File: src/rtl/blink_pkg.sv
// Shared constants for the Blink RTC: I/O port addresses, tsta bit indices
// and a counter width helper.
package blink_pkg;

   localparam logic [7:0] IO_TACK = 8'hB4;
   localparam logic [7:0] IO_TMK  = 8'hB5;
   localparam logic [7:0] IO_TSTA = 8'hB5;
   localparam logic [7:0] IO_TIM0 = 8'hD0;
   localparam logic [7:0] IO_TIM1 = 8'hD1;
   localparam logic [7:0] IO_TIM2 = 8'hD2;
   localparam logic [7:0] IO_TIM3 = 8'hD3;
   localparam logic [7:0] IO_TIM4 = 8'hD4;

   localparam int unsigned TS_TICK = 0;
   localparam int unsigned TS_SEC  = 1;
   localparam int unsigned TS_MIN  = 2;

   // Bits needed to hold 0..max-1 (at least one bit).
   function automatic int unsigned cnt_width(input int unsigned max);
      return (max > 1) ? $clog2(max) : 1;
   endfunction

endpackage

File: src/rtl/blink_rtc_cnt.sv
// Modulo-MAX counter with enable and synchronous clear.
// Ports: clk, rst (async, active-high), en (count), clr (hold at 0),
//        q (count value), carry (high on the cycle q wraps MAX-1 -> 0).
module blink_rtc_cnt #(
   parameter int unsigned W   = 8,
   parameter int unsigned MAX = 200
) (
   input  logic         clk,
   input  logic         rst,
   input  logic         en,
   input  logic         clr,
   output logic [W-1:0] q,
   output logic         carry
);

   localparam logic [W-1:0] LAST = W'(MAX - 1);

   logic wrap;

   assign wrap  = (q == LAST);
   // carry is combinational so the next stage advances on the same edge.
   assign carry = en & ~clr & wrap;

   always_ff @(posedge clk or posedge rst) begin
      if (rst) begin
         q <= '0;
      end else if (clr) begin
         q <= '0;
      end else if (en) begin
         q <= wrap ? '0 : q + W'(1);
      end
   end

endmodule

File: src/rtl/blink_rtc.sv
// Blink real-time clock and timer-interrupt unit.
// Divides mck into ticks, counts ticks/seconds/minutes, raises masked
// timer interrupts and serves the TIM0-4, TSTA, TACK and TMK I/O ports.
// Ports: mck, rin (async active-high reset), io_wr/io_rd strobes, io_addr,
//        io_wdata, io_rdata (registered), tim_clr (hold timers cleared),
//        tsta (tick/sec/min status), tint (interrupt request).
module blink_rtc
   import blink_pkg::*;
#(
   parameter int unsigned TICK_DIV = 49152,
   parameter int unsigned TICK_MAX = 200,
   parameter int unsigned SEC_MAX  = 60,
   parameter int unsigned MIN_W    = 21
) (
   input  logic       mck,
   input  logic       rin,
   input  logic       io_wr,
   input  logic       io_rd,
   input  logic [7:0] io_addr,
   input  logic [7:0] io_wdata,
   output logic [7:0] io_rdata,
   input  logic       tim_clr,
   output logic [2:0] tsta,
   output logic       tint
);

   localparam int unsigned PW  = cnt_width(TICK_DIV);
   localparam int unsigned T0W = cnt_width(TICK_MAX);
   localparam int unsigned T1W = cnt_width(SEC_MAX);

   logic [PW-1:0]    pre;
   logic [T0W-1:0]   tim0;
   logic [T1W-1:0]   tim1;
   logic [MIN_W-1:0] minute;
   logic [T1W-1:0]   snap_sec;
   logic [MIN_W-1:0] snap_min;
   logic [2:0]       tmk;
   logic             tick;
   logic             sec;
   logic             min_p;
   logic [2:0]       pulse;
   logic [2:0]       ack;
   logic [7:0]       rd_mux;

   blink_rtc_cnt #(.W(PW), .MAX(TICK_DIV)) u_pre (
      .clk(mck), .rst(rin), .en(1'b1), .clr(tim_clr), .q(pre), .carry(tick)
   );

   blink_rtc_cnt #(.W(T0W), .MAX(TICK_MAX)) u_tim0 (
      .clk(mck), .rst(rin), .en(tick), .clr(tim_clr), .q(tim0), .carry(sec)
   );

   blink_rtc_cnt #(.W(T1W), .MAX(SEC_MAX)) u_tim1 (
      .clk(mck), .rst(rin), .en(sec), .clr(tim_clr), .q(tim1), .carry(min_p)
   );

   // Minute counter wraps silently at all-ones.
   always_ff @(posedge mck or posedge rin) begin
      if (rin) begin
         minute <= '0;
      end else if (tim_clr) begin
         minute <= '0;
      end else if (min_p) begin
         minute <= minute + MIN_W'(1);
      end
   end

   always_comb begin
      pulse          = 3'b000;
      pulse[TS_TICK] = tick;
      pulse[TS_SEC]  = sec;
      pulse[TS_MIN]  = min_p;
   end

   assign ack = (io_wr && (io_addr == IO_TACK)) ? io_wdata[2:0] : 3'b000;

   // Status: set wins over a simultaneous acknowledge.
   always_ff @(posedge mck or posedge rin) begin
      if (rin) begin
         tsta <= 3'b000;
         tmk  <= 3'b000;
      end else begin
         tsta <= (tsta & ~ack) | pulse;
         if (io_wr && (io_addr == IO_TMK)) begin
            tmk <= io_wdata[2:0];
         end
      end
   end

   assign tint = |(tsta & tmk);

   // Read decode; TIM1-4 come from the snapshot taken by the last TIM0 read.
   always_comb begin
      rd_mux = 8'h00;
      case (io_addr)
         IO_TSTA: rd_mux = {5'b0, tsta};
         IO_TIM0: rd_mux = 8'(tim0);
         IO_TIM1: rd_mux = 8'(snap_sec);
         IO_TIM2: rd_mux = 8'(snap_min);
         IO_TIM3: rd_mux = 8'(snap_min >> 8);
         IO_TIM4: rd_mux = 8'(snap_min >> 16);
         default: rd_mux = 8'h00;
      endcase
   end

   always_ff @(posedge mck or posedge rin) begin
      if (rin) begin
         io_rdata <= 8'h00;
         snap_sec <= '0;
         snap_min <= '0;
      end else if (io_rd) begin
         io_rdata <= rd_mux;
         if (io_addr == IO_TIM0) begin
            snap_sec <= tim1;
            snap_min <= minute;
         end
      end
   end

endmodule

File: config.mk
export PLATFORM = sky130hd
export DESIGN_NAME = blink_rtc
export DESIGN_NICKNAME = d
export VERILOG_FILES = /design/src/rtl/blink_pkg.sv /design/src/rtl/blink_rtc_cnt.sv /design/src/rtl/blink_rtc.sv
export SDC_FILE = /design/constraint.sdc
export NUM_CORES = 1
export LEC_CHECK = 0
export CAP_MARGIN = 15
export CORE_ASPECT_RATIO = 1.2
export CORE_MARGIN = 2
export CORE_UTILIZATION = 35
export DETAILED_ROUTE_END_ITERATION = 8
export MAX_ROUTING_LAYER = met4
export SYNTH_ARGS = -nofsm -noshare
export SYNTH_HDL_FRONTEND = slang
export SYNTH_HIERARCHICAL = 1
export SYNTH_SLANG_ARGS = --single-unit
File: constraint.sdc
create_clock -name mck -period 3.5 [get_ports mck]
set_input_delay 1.05 -clock mck [delete_from_list [all_inputs] [get_ports mck]]
set_output_delay 1.05 -clock mck [all_outputs]
set_load 0.005 [all_outputs]
# [After elaboration in Yosys (flattened, before gate mapping)]
# Cells that the tools add are included.
[word_totals] input_bits=21 out_inout_bits=12 elab_cells=52 reg_bits=92
[classes] bitwise=10 n_addsub=4 mux=12 n_reduce_logical=7 n_eq_ne=10
[op_table] op="$eq A8 B8 Y1 const B" n=8
[op_table] op="$pmux W8 S6" n=1
[op_table] op="$mux W21" n=2
[op_table] op="$mux W16" n=2
[op_table] op="$mux W8" n=3
[op_table] op="$add A21 B1 Y21 const B" n=1
[op_table] op="$mux W6" n=3
[op_table] op="$add A16 B1 Y16 const B" n=1
[op_table] op="$eq A16 B16 Y1 const B" n=1
[op_table] op="$add A8 B1 Y8 const B" n=1
[op_table] op="$add A6 B1 Y6 const B" n=1
[op_table] op="$and A3 B3 Y3" n=2
[op_table] op="$eq A6 B6 Y1 const B" n=1
[op_table] op="$reduce_bool A2 Y1" n=3
[op_table] op="$and A1 B1 Y1" n=5
[op_table] op="$mux W3" n=1
[op_table] op="$not A3 Y3" n=1
[op_table] op="$or A3 B3 Y3" n=1
[op_table] op="$reduce_or A3 Y1" n=1
[op_table] op="$logic_and A1 B1 Y1" n=2
[op_table] op="$reduce_and A2 Y1" n=1
[op_table] op="$not A1 Y1" n=1

# [Longest topological paths before layout]
# Gate-level depths: netlist of the first run.
[depth] depth_word=8 mapped_depth=14 ltp_nobuf=11

# [Hierarchy]
# Netlist of the first run, hierarchy kept.
[modules_own_cells] mod="blink_rtc" area_per_inst_um2=3054.2 cells_per_inst=244 seq_area_each_um2=1551.5 n_inst=1
[modules_own_cells] mod="blink_rtc_cnt (u_pre)" area_per_inst_um2=920.9 cells_per_inst=96 seq_area_each_um2=400.4 n_inst=1
[modules_own_cells] mod="blink_rtc_cnt (u_tim0)" area_per_inst_um2=447.9 cells_per_inst=46 seq_area_each_um2=200.2 n_inst=1
[modules_own_cells] mod="blink_rtc_cnt (u_tim1)" area_per_inst_um2=352.8 cells_per_inst=38 seq_area_each_um2=150.1 n_inst=1

# [Worst setup path before layout of the first run]
# Ideal clock, no wire load.
[synth_timing] path_kind="input port to flip-flop" startpoint="input tim_clr" endpoint="register minute[15]" setup_time_ns=0.078 t_arrival_ns=3.507 t_required_ns=3.422 cell_stages=12 slack_ns=-0.085 n_path_buf=4 cell_sequence="clkbuf_1 nor3b_1 nand2b_1 nor2_1 buf_2 nor3b_1 buf_4 o2111a_2 nand2_2 buf_6 or4_1 a21oi_1"
[synth_between] elab_chain_len=7 elab_cells_between_ends=8 cone_classes="1 x mux; 6 x bitwise; 1 x reduce/logical"
[synth_lines] element="start, declared" line_no="blink_rtc.sv:22" text="input logic tim_clr,"
[synth_lines] element="$not A1 Y1" line_no="blink_rtc_cnt.sv:22" text="assign carry = en & ~clr & wrap;"
[synth_lines] element="$and A1 B1 Y1" line_no="blink_rtc_cnt.sv:22"
[synth_lines] element="named net tick" line_no="blink_rtc.sv:38" text="logic tick;"
[synth_lines] element="$and A1 B1 Y1 (2 in a row)" line_no="blink_rtc_cnt.sv:22"
[synth_lines] element="named net sec" line_no="blink_rtc.sv:39" text="logic sec;"
[synth_lines] element="$and A1 B1 Y1 (2 in a row)" line_no="blink_rtc_cnt.sv:22"
[synth_lines] element="named net min_p" line_no="blink_rtc.sv:40" text="logic min_p;"
[synth_lines] element="$reduce_bool A2 Y1 (no line)"
[synth_lines] element="end signal, assigned" line_no="blink_rtc.sv:64" text="minute <= minute + MIN_W'(1);"
[synth_lines] element="end, declared" line_no="blink_rtc.sv:34" text="logic [MIN_W-1:0] minute;"
# The timed path passes the listed nets, and every way through them passes these cells.
# A chain may end at the register's enable or synchronous reset.

# [Worst setup path after layout of the first run]
[layout_timing] startpoint="input tim_clr" endpoint="register minute[20]"
[layout_between] elab_chain_len=7 elab_cells_between_ends=8 cone_classes="1 x mux; 6 x bitwise; 1 x reduce/logical"
[layout_lines] element="$not A1 Y1 (*)" line_no="blink_rtc_cnt.sv:22"
[layout_lines] element="$and A1 B1 Y1" line_no="blink_rtc_cnt.sv:22"
[layout_lines] element="$and A1 B1 Y1 (*) (2 in a row)" line_no="blink_rtc_cnt.sv:22"
[layout_lines] element="named net sec" line_no="blink_rtc.sv:39"
[layout_lines] element="$and A1 B1 Y1 (*) (2 in a row)" line_no="blink_rtc_cnt.sv:22"
[layout_lines] element="named net min_p" line_no="blink_rtc.sv:40"
[layout_lines] element="$reduce_bool A2 Y1 (no line) (*)"
# The timed path passes the listed nets; every way through them passes the cells marked *.

==> out/metrics.json, run 1 <==
{
  "timing": {
    "setup_slack_ns": 0.263,
    "layout_min_cycle_time_ns": 3.24,
    "clock-skew-final_ns": 0.00710,
    "grt_setup_unrepaired": "false",
    "worst_pin_slew_ns": 1.07,
    "final-hold-violation-count": 0,
    "slew_viol_final": 0,
    "timing.final.setup_violations": 0,
    "max_slew_margin": 0.282,
    "max_clock_freq_mhz": 309,
    "final.period_utilization": 0.925
  },
  "critical_path": {
    "r2r_start": "u_pre/q[0]",
    "path_max_fanout": 6,
    "critPathCaptureType": "flop",
    "critical_path_arrival_ns": 3.46,
    "timing.critical_path.from_type": "primary input",
    "worst_r2r_path_depth": 11,
    "worst_ep_required_time_ns": 3.72,
    "critical_path.reg2reg.endpoint": "minute[20]",
    "critical_path_class": "in -> reg",
    "r2r_setup_slack_ns": 0.41
  },
  "die": {
    "fp.dieH_um": 132,
    "num_io_pins": 33,
    "std_cell_rows": 46,
    "start_util": 0.359,
    "die_x_um": 111,
    "floorplan.die_area_mm2": 0.0146,
    "placeableCoreArea_mm2": 0.0133
  },
  "clock_tree": {
    "holdBufCountCts": 0,
    "clock_sink_count": 92,
    "cts-root-buf": "clkbuf_16",
    "cts-htree-levels": 3,
    "ctsLongestPathBuffers": 2,
    "cts.repair.resized": 0,
    "tritoncts": "done",
    "cts_made_buffers": 9,
    "clk_pin_slew_ns": 0.06,
    "post_cts.repair.setup_buffers": 0,
    "clock_latency_ns": 0.33
  },
  "cells_and_area": {
    "syn2layout_area_growth_pct": 17.1,
    "layout.nets": 487,
    "num-fill-cells": 1260,
    "layout.core_utilization": 0.420,
    "drive_gt1_frac": 0.193,
    "mostFrequentLayoutCell": "dfrtp_1",
    "n_antenna_cell": 0,
    "mostFrequentLayoutCells": "dfrtp_1, nor2_1, clkdlybuf4s50_1, mux2_4, nand3_1",
    "final_cell_area_mm2": 0.00559
  },
  "placed_design": {
    "hpwl_um": 7700,
    "buffer_ports.inserted": 27,
    "globalplace.congestion": 0.819,
    "place_area_mm2": 0.00531,
    "post-place-ws_ns": -0.0862
  },
  "outcome": {
    "status": "completed"
  },
  "global_routing": {
    "grt_pass1_wl_um": 18000,
    "grt.total_usage": 0.156,
    "grt_overflow": 0,
    "antenna_found_initial": 0,
    "first_global_vias": 3523,
    "largest_net_degree_at_the_start_of_global_routing": 48
  },
  "synth": {
    "synthFlopType": "dfrtp_1",
    "synthDominantAreaCellType": "dfrtp_1",
    "postSynth.asyncResetShare": 1.00,
    "syn_avg_cell_area_um2": 11.3,
    "yosysWarnings": 6,
    "synth-seq-area-share": 0.482,
    "postSynthCellCount": 424,
    "cell_variety_after_synth": 73,
    "mappedNetlistArea_mm2": 0.00478,
    "syn-num-nets": 449,
    "synthTopCellsByArea": "dfrtp_1, mux2_4, mux2_2",
    "postSynthRegisterBits": 92,
    "synth_largest_type_area_fraction": 0.482,
    "synth_edf_count": 0
  },
  "detailed_routing": {
    "aggregate_routed_wire_length_um": 10400,
    "vias": 3393,
    "drtAntennaViolNets": 0,
    "post_drt_wl_per_cell_um": 16.4,
    "avgViaCountPerCell": 5.35,
    "route.detailed.drc": 0,
    "drt_pass1_iterations": 4,
    "initial_drt_markers": 262
  },
  "flow_run": {
    "maxCapViolCount": 0
  },
  "hold_path": {
    "min_from": "snap_sec[4]",
    "worst_hold_check_path_type": "reg -> reg",
    "hold-path-endpoint": "snap_sec[4]",
    "timing.hold.worst_path_depth": 1
  },
  "power_and_ir_drop": {
    "vdd.ir_drop.worst_mv": 0.207,
    "power.leakage_nw": 2.46,
    "powerDensity_mw_per_mm2": 381
  }
}
==> layout make-up <==
class,count,area [um^2],area share
inverter,16,60.1,0.0107
clock inverter,2,35.0,0.00627
sequential,92,2300,0.412
multi-input combinational,298,2300,0.412
tap,168,210,0.0376
clock buffer,13,250,0.0448
timing repair buffer,45,430,0.0770
==> cells by family after synthesis <==
family,Yosys count,share of synthesized area
AND/OR/NAND/NOR,158,0.197
flip-flops,92,0.482
AO/OA/AOI/OAI,74,0.110
multiplexers,44,0.132
buffers and inverters,34,0.0369
XOR/XNOR,17,0.0312
adder cells (fa/ha/maj),4,0.0105
other,1,0.000785
==> worst max-delay path by stage <==
stage	startpoint	slack, ns	to	cells past startpoint
floorplan	tim_clr	0.05	minute[15]	12
global placement	tim_clr	-0.07	minute[20]	9
detailed placement	tim_clr	-0.09	minute[20]	9
CTS	tim_clr	0.25	minute[20]	9
global route	tim_clr	0.13	minute[20]	9
finish	tim_clr	0.26	minute[20]	9
==> worst max-delay path, stage by stage <==
cell	delay [ns]
clkdlybuf4s50_1	0.49
buf_4	0.19
nand2b_1	0.18
nor2_1	0.14
nor3b_1	0.28
o2111a_2	0.27
nand2_1	0.17
nor4_2	0.31
mux2_2	0.37
==> registers in the layout, summed over array words and instances, names as in the netlist <==
register  cells
minute       21
io_rdata      8
u_tim0/q      8
snap_sec      6
tsta          3
tmk           3
u_tim1/q      6
snap_min     21
u_pre/q      16
==> synthesized netlist by cell type, types with 7 or more instances <==
| library cell | instances |
|---|---|
| nand2b_1 | 8 |
| o31ai_1 | 7 |
| mux2_2 | 13 |
| or4_1 | 7 |
| nor3_1 | 8 |
| a21oi_1 | 17 |
| mux2_4 | 20 |
| nand4_1 | 13 |
| a31oi_1 | 7 |
| nand3_1 | 20 |
| inv_1 | 16 |
| nand2_1 | 18 |
| nor2_1 | 35 |
| dfrtp_1 | 92 |
| o21ai_0 | 8 |
| xor2_1 | 11 |
==> through the flow <==
| step | cells | total power, mW | hold slack (ns) | setup TNS [ns] |
|---|---|---|---|---|
| floorplan | 424 | 1.15 | 0.462 | 0 |
| global placement | 619 | 1.20 | 0.487 | -0.209 |
| detailed placement | 619 | 1.20 | 0.494 | -0.304 |
| CTS | 634 | 2.16 | 0.508 | 0 |
| global route | 634 | 2.20 | 0.524 | 0 |
| finish | 634 | 2.13 | 0.505 | 0 |
==> report_power, final <==
part           internal [mW]  total (mW)  switching [mW]  leakage, nW
clock network          0.569       0.945           0.376        0.140
registers               1.07        1.08         0.00771         1.28
logic                 0.0429       0.105          0.0624         1.04
total                   1.68        2.13           0.447         2.46
==> layer usage <==
metal	up-vias	global-route usage	share of wire
met5	-	-	0
met4	0	0.0514	0.020
met3	12	0.0280	0.023
met2	45	0.251	0.49
met1	1685	0.199	0.47
li1	1651	-	-
Note: power is estimated with default switching activity, not from simulation.
==> run 2: changes to the inputs <==
--- a/config.mk
+++ b/config.mk
@@ -10,7 +10,10 @@
 export CORE_MARGIN = 2
 export CORE_UTILIZATION = 35
 export DETAILED_ROUTE_END_ITERATION = 8
+export GPL_TIMING_DRIVEN = 0
 export MAX_ROUTING_LAYER = met4
+export PLACE_DENSITY = 0.51
+export RECOVER_POWER = 50
 export SYNTH_ARGS = -nofsm -noshare
 export SYNTH_HDL_FRONTEND = slang
 export SYNTH_HIERARCHICAL = 1
==> out/metrics.json, run 2 (same netlist as run 1, synthesis figures left out) <==
{
  "critical_path": {
    "r2r_start": "u_pre/q[0]",
    "worstSetupStartpoint": "tim_clr",
    "critical_path_class": "in -> reg",
    "critPathCaptureType": "flop",
    "path_max_fanout": {"value": 14, "change": "+8"},
    "worst_r2r_path_depth": {"value": 14, "change": "+3"},
    "critical_path_arrival": {"value": 3.56, "unit": "ns", "change": "+0.10 ns"},
    "critical_path.reg2reg.endpoint": "minute[15]",
    "timing.critical_path.from_type": "primary input",
    "r2r_setup_slack": {"value": 0.21, "unit": "ns", "change": "-0.20 ns"},
    "worst_ep_required_time": {"value": 3.76, "unit": "ns", "change": "+0.04 ns"}
  },
  "timing": {
    "final-hold-violation-count": {"value": 0, "change": "unchanged"},
    "finalHoldWorstSlack": {"value": 0.494, "unit": "ns", "change": "-0.0113 ns"},
    "final.period_utilization": {"value": 0.943, "change": "+0.0179"},
    "max_clock_freq": {"value": 303, "unit": "MHz", "change": "-1.9%"},
    "timing.final.setup_violations": {"value": 0, "change": "unchanged"},
    "layout_min_cycle_time": {"value": 3.30, "unit": "ns", "change": "+0.0625 ns"},
    "grt_setup_unrepaired": "false",
    "worst_pin_slew": {"value": 1.34, "unit": "ns", "change": "+0.271 ns"},
    "clock-skew-final": {"value": 0.00441, "unit": "ns", "change": "-0.00269 ns"},
    "slew_viol_final": {"value": 0, "change": "unchanged"},
    "max_slew_margin": {"value": 0.107, "change": "-0.175"}
  },
  "detailed_routing": {
    "drt_pass1_iterations": {"value": 4, "change": "unchanged"},
    "vias": {"value": 3472, "change": "+2.3%"},
    "drtAntennaViolNets": {"value": 0, "change": "unchanged"},
    "post_drt_wl_per_cell": {"value": 17.1, "unit": "um", "change": "+4.4%"},
    "route.detailed.drc": {"value": 0, "change": "unchanged"},
    "initial_drt_markers": {"value": 136, "change": "-48%"},
    "avgViaCountPerCell": {"value": 5.36, "change": "+0.12%"},
    "aggregate_routed_wire_length": {"value": 11100, "unit": "um", "change": "+6.7%"}
  },
  "hold_path": {
    "min_from": "u_pre/q[11]",
    "hold-path-endpoint": "u_pre/q[11]",
    "timing.hold.worst_path_depth": {"value": 1, "change": "unchanged"},
    "worst_hold_check_path_type": "reg -> reg"
  },
  "cells_and_area": {
    "area_of_the_multi_input_gates": {"value": 0.00233, "unit": "mm^2", "change": "+1.2%"},
    "mostFrequentLayoutCells": "dfrtp_1, nor2_1, clkdlybuf4s50_1, mux2_4, nand3_1",
    "n_antenna_cell": {"value": 0, "change": "unchanged"},
    "biggestRegsByFlops": "minute (21), snap_min (21), u_pre/q (16)",
    "ff_latch_area": {"value": 0.00230, "unit": "mm^2", "change": "about the same"},
    "mostFrequentLayoutCell": "dfrtp_1",
    "layout.nets": {"value": 501, "change": "+2.9%"},
    "drive_gt1_frac": {"value": 0.217, "change": "+0.0235"},
    "syn2layout_area_growth_pct": 19.1,
    "num-fill-cells": {"value": 1275, "change": "+1.2%"}
  },
  "global_routing": {
    "largest_net_degree_at_the_start_of_global_routing": {"value": 37, "change": "-23%"},
    "first_global_vias": {"value": 3373, "change": "-4.3%"},
    "grt_pass1_wl": {"value": 18600, "unit": "um", "change": "+3.3%"},
    "antenna_found_initial": {"value": 0, "change": "unchanged"},
    "grt_overflow": {"value": 0, "change": "unchanged"},
    "grt.total_usage": {"value": 0.164, "change": "+0.00855"}
  },
  "clock_tree": {
    "clock_sink_count": {"value": 92, "change": "unchanged"},
    "holdBufCountCts": {"value": 0, "change": "unchanged"},
    "ctsLongestPathBuffers": {"value": 2, "change": "unchanged"},
    "cts-htree-levels": {"value": 3, "change": "unchanged"},
    "clk_pin_slew": {"value": 0.06, "unit": "ns", "change": "about the same"},
    "cts-root-buf": "clkbuf_16",
    "clock_latency": {"value": 0.34, "unit": "ns", "change": "about the same"},
    "cts_made_buffers": {"value": 9, "change": "unchanged"},
    "tritoncts": "done"
  },
  "die": {
    "std_cell_rows": {"value": 46, "change": "unchanged"},
    "floorplan.die_area": {"value": 0.0146, "unit": "mm^2", "change": "unchanged"},
    "start_util": {"value": 0.359, "change": "unchanged"},
    "die_x": {"value": 111, "unit": "um", "change": "unchanged"},
    "fp.dieH": {"value": 132, "unit": "um", "change": "unchanged"},
    "placeableCoreArea": {"value": 0.0133, "unit": "mm^2", "change": "unchanged"},
    "num_io_pins": {"value": 33, "change": "unchanged"}
  },
  "power_and_ir_drop": {
    "power.leakage": {"value": 2.51, "unit": "nW", "change": "+2.2%"},
    "powerDensity": {"value": 378, "unit": "mW/mm^2", "change": "-0.64%"},
    "vdd.ir_drop.worst": {"value": 0.214, "unit": "mV", "change": "+3.1%"},
    "finalPower": {"value": 2.15, "unit": "mW", "change": "+1.1%"}
  },
  "outcome": {
    "status": "completed"
  },
  "placed_design": {
    "buffer_ports.inserted": {"value": 25, "change": "-7.4%"},
    "globalplace.congestion": {"value": 0.807, "change": "-1.5%"},
    "hpwl": {"value": 8040, "unit": "um", "change": "+4.4%"}
  },
  "flow_run": {
    "maxCapViolCount": {"value": 0, "change": "unchanged"}
  }
}
## run 2: cell types whose count changed in the layout (fill, tap and decap cells not counted), sizes merged
cell / before / now
clkinv: 1 / 3
dlygate4sd3: 0 / 1
clkdlybuf4s50: 27 / 23
buf: 18 / 27
clkbuf: 13 / 18
clkinvlp: 0 / 1
## run 2: how the worst max path moves through the flow
stage | endpoint | slack, ns | depth (start not counted)
final | minute[15] | 0.20 | 13
after global routing | minute[17] | 0.02 | 14
after CTS | minute[15] | 0.01 | 13
after detailed placement | minute[20] | -1.81 | 12
after global placement | minute[20] | -1.84 | 12
after floorplan | minute[15] | 0.05 | 12
## run 2: worst max-delay path, stage by stage
cell	delay, ns
buf_4	0.18
clkbuf_8	0.19
nor3b_4	0.22
nand2b_1	0.14
nor2_4	0.16
buf_6	0.11
nor3b_4	0.21
buf_6	0.15
o2111a_2	0.25
nand2_2	0.08
buf_6	0.15
or4_1	0.50
a21oi_1	0.16
## run 2: area by class of cell
| cell class | instances | area share |
|---|---|---|
| Inverter | 16 | 0.0106 |
| Sequential cell | 92 | 0.405 |
| Clock inverter | 5 | 0.00924 |
| Timing Repair Buffer | 41 | 0.0636 |
| Clock buffer | 10 | 0.0420 |
| Multi-Input combinational cell | 298 | 0.409 |
| Buffer | 18 | 0.0233 |
| Tap cell | 168 | 0.0369 |
## run 2: stage by stage
step | setup slack [ns] | cell area [um^2] | TNS, ns | std cells | utilization
4_1_cts | 0.0105 | 5630 | 0 | 637 | 0.423
5_1_grt | 0.0250 | 5690 | 0 | 648 | 0.428
3_5_place_dp | -1.81 | 5260 | -33.54 | 618 | 0.396
6_report | 0.201 | 5690 | 0 | 648 | 0.428
2_1_floorplan | 0.0511 | 4780 | 0 | 424 | -
3_3_place_gp | -1.84 | 5240 | -53.99 | 617 | 0.394
## run 2: repair_timing
item / in CTS / in global routing
setup endpoints to repair: 26 / 7
pin swaps: 2 / 3
buffers inserted: 4 / 11
gates resized for setup: 17 / 6
## run 2: report_power, final
group	internal [mW]	switching (mW)	total, mW
logic	0.0391	0.0642	0.103
registers	1.07	0.00658	1.08
clock network	0.565	0.407	0.972
total	1.67	0.478	2.15
## run 2: routing by layer
| layer | routed length, um | GRT usage | vias up |
|---|---|---|---|
| li1 | - | - | 1691 |
| met1 | 5150 | 0.213 | 1721 |
| met2 | 5440 | 0.257 | 43 |
| met3 | 264 | 0.0262 | 17 |
| met4 | 255 | 0.0681 | 0 |
| met5 | 0 | - | - |
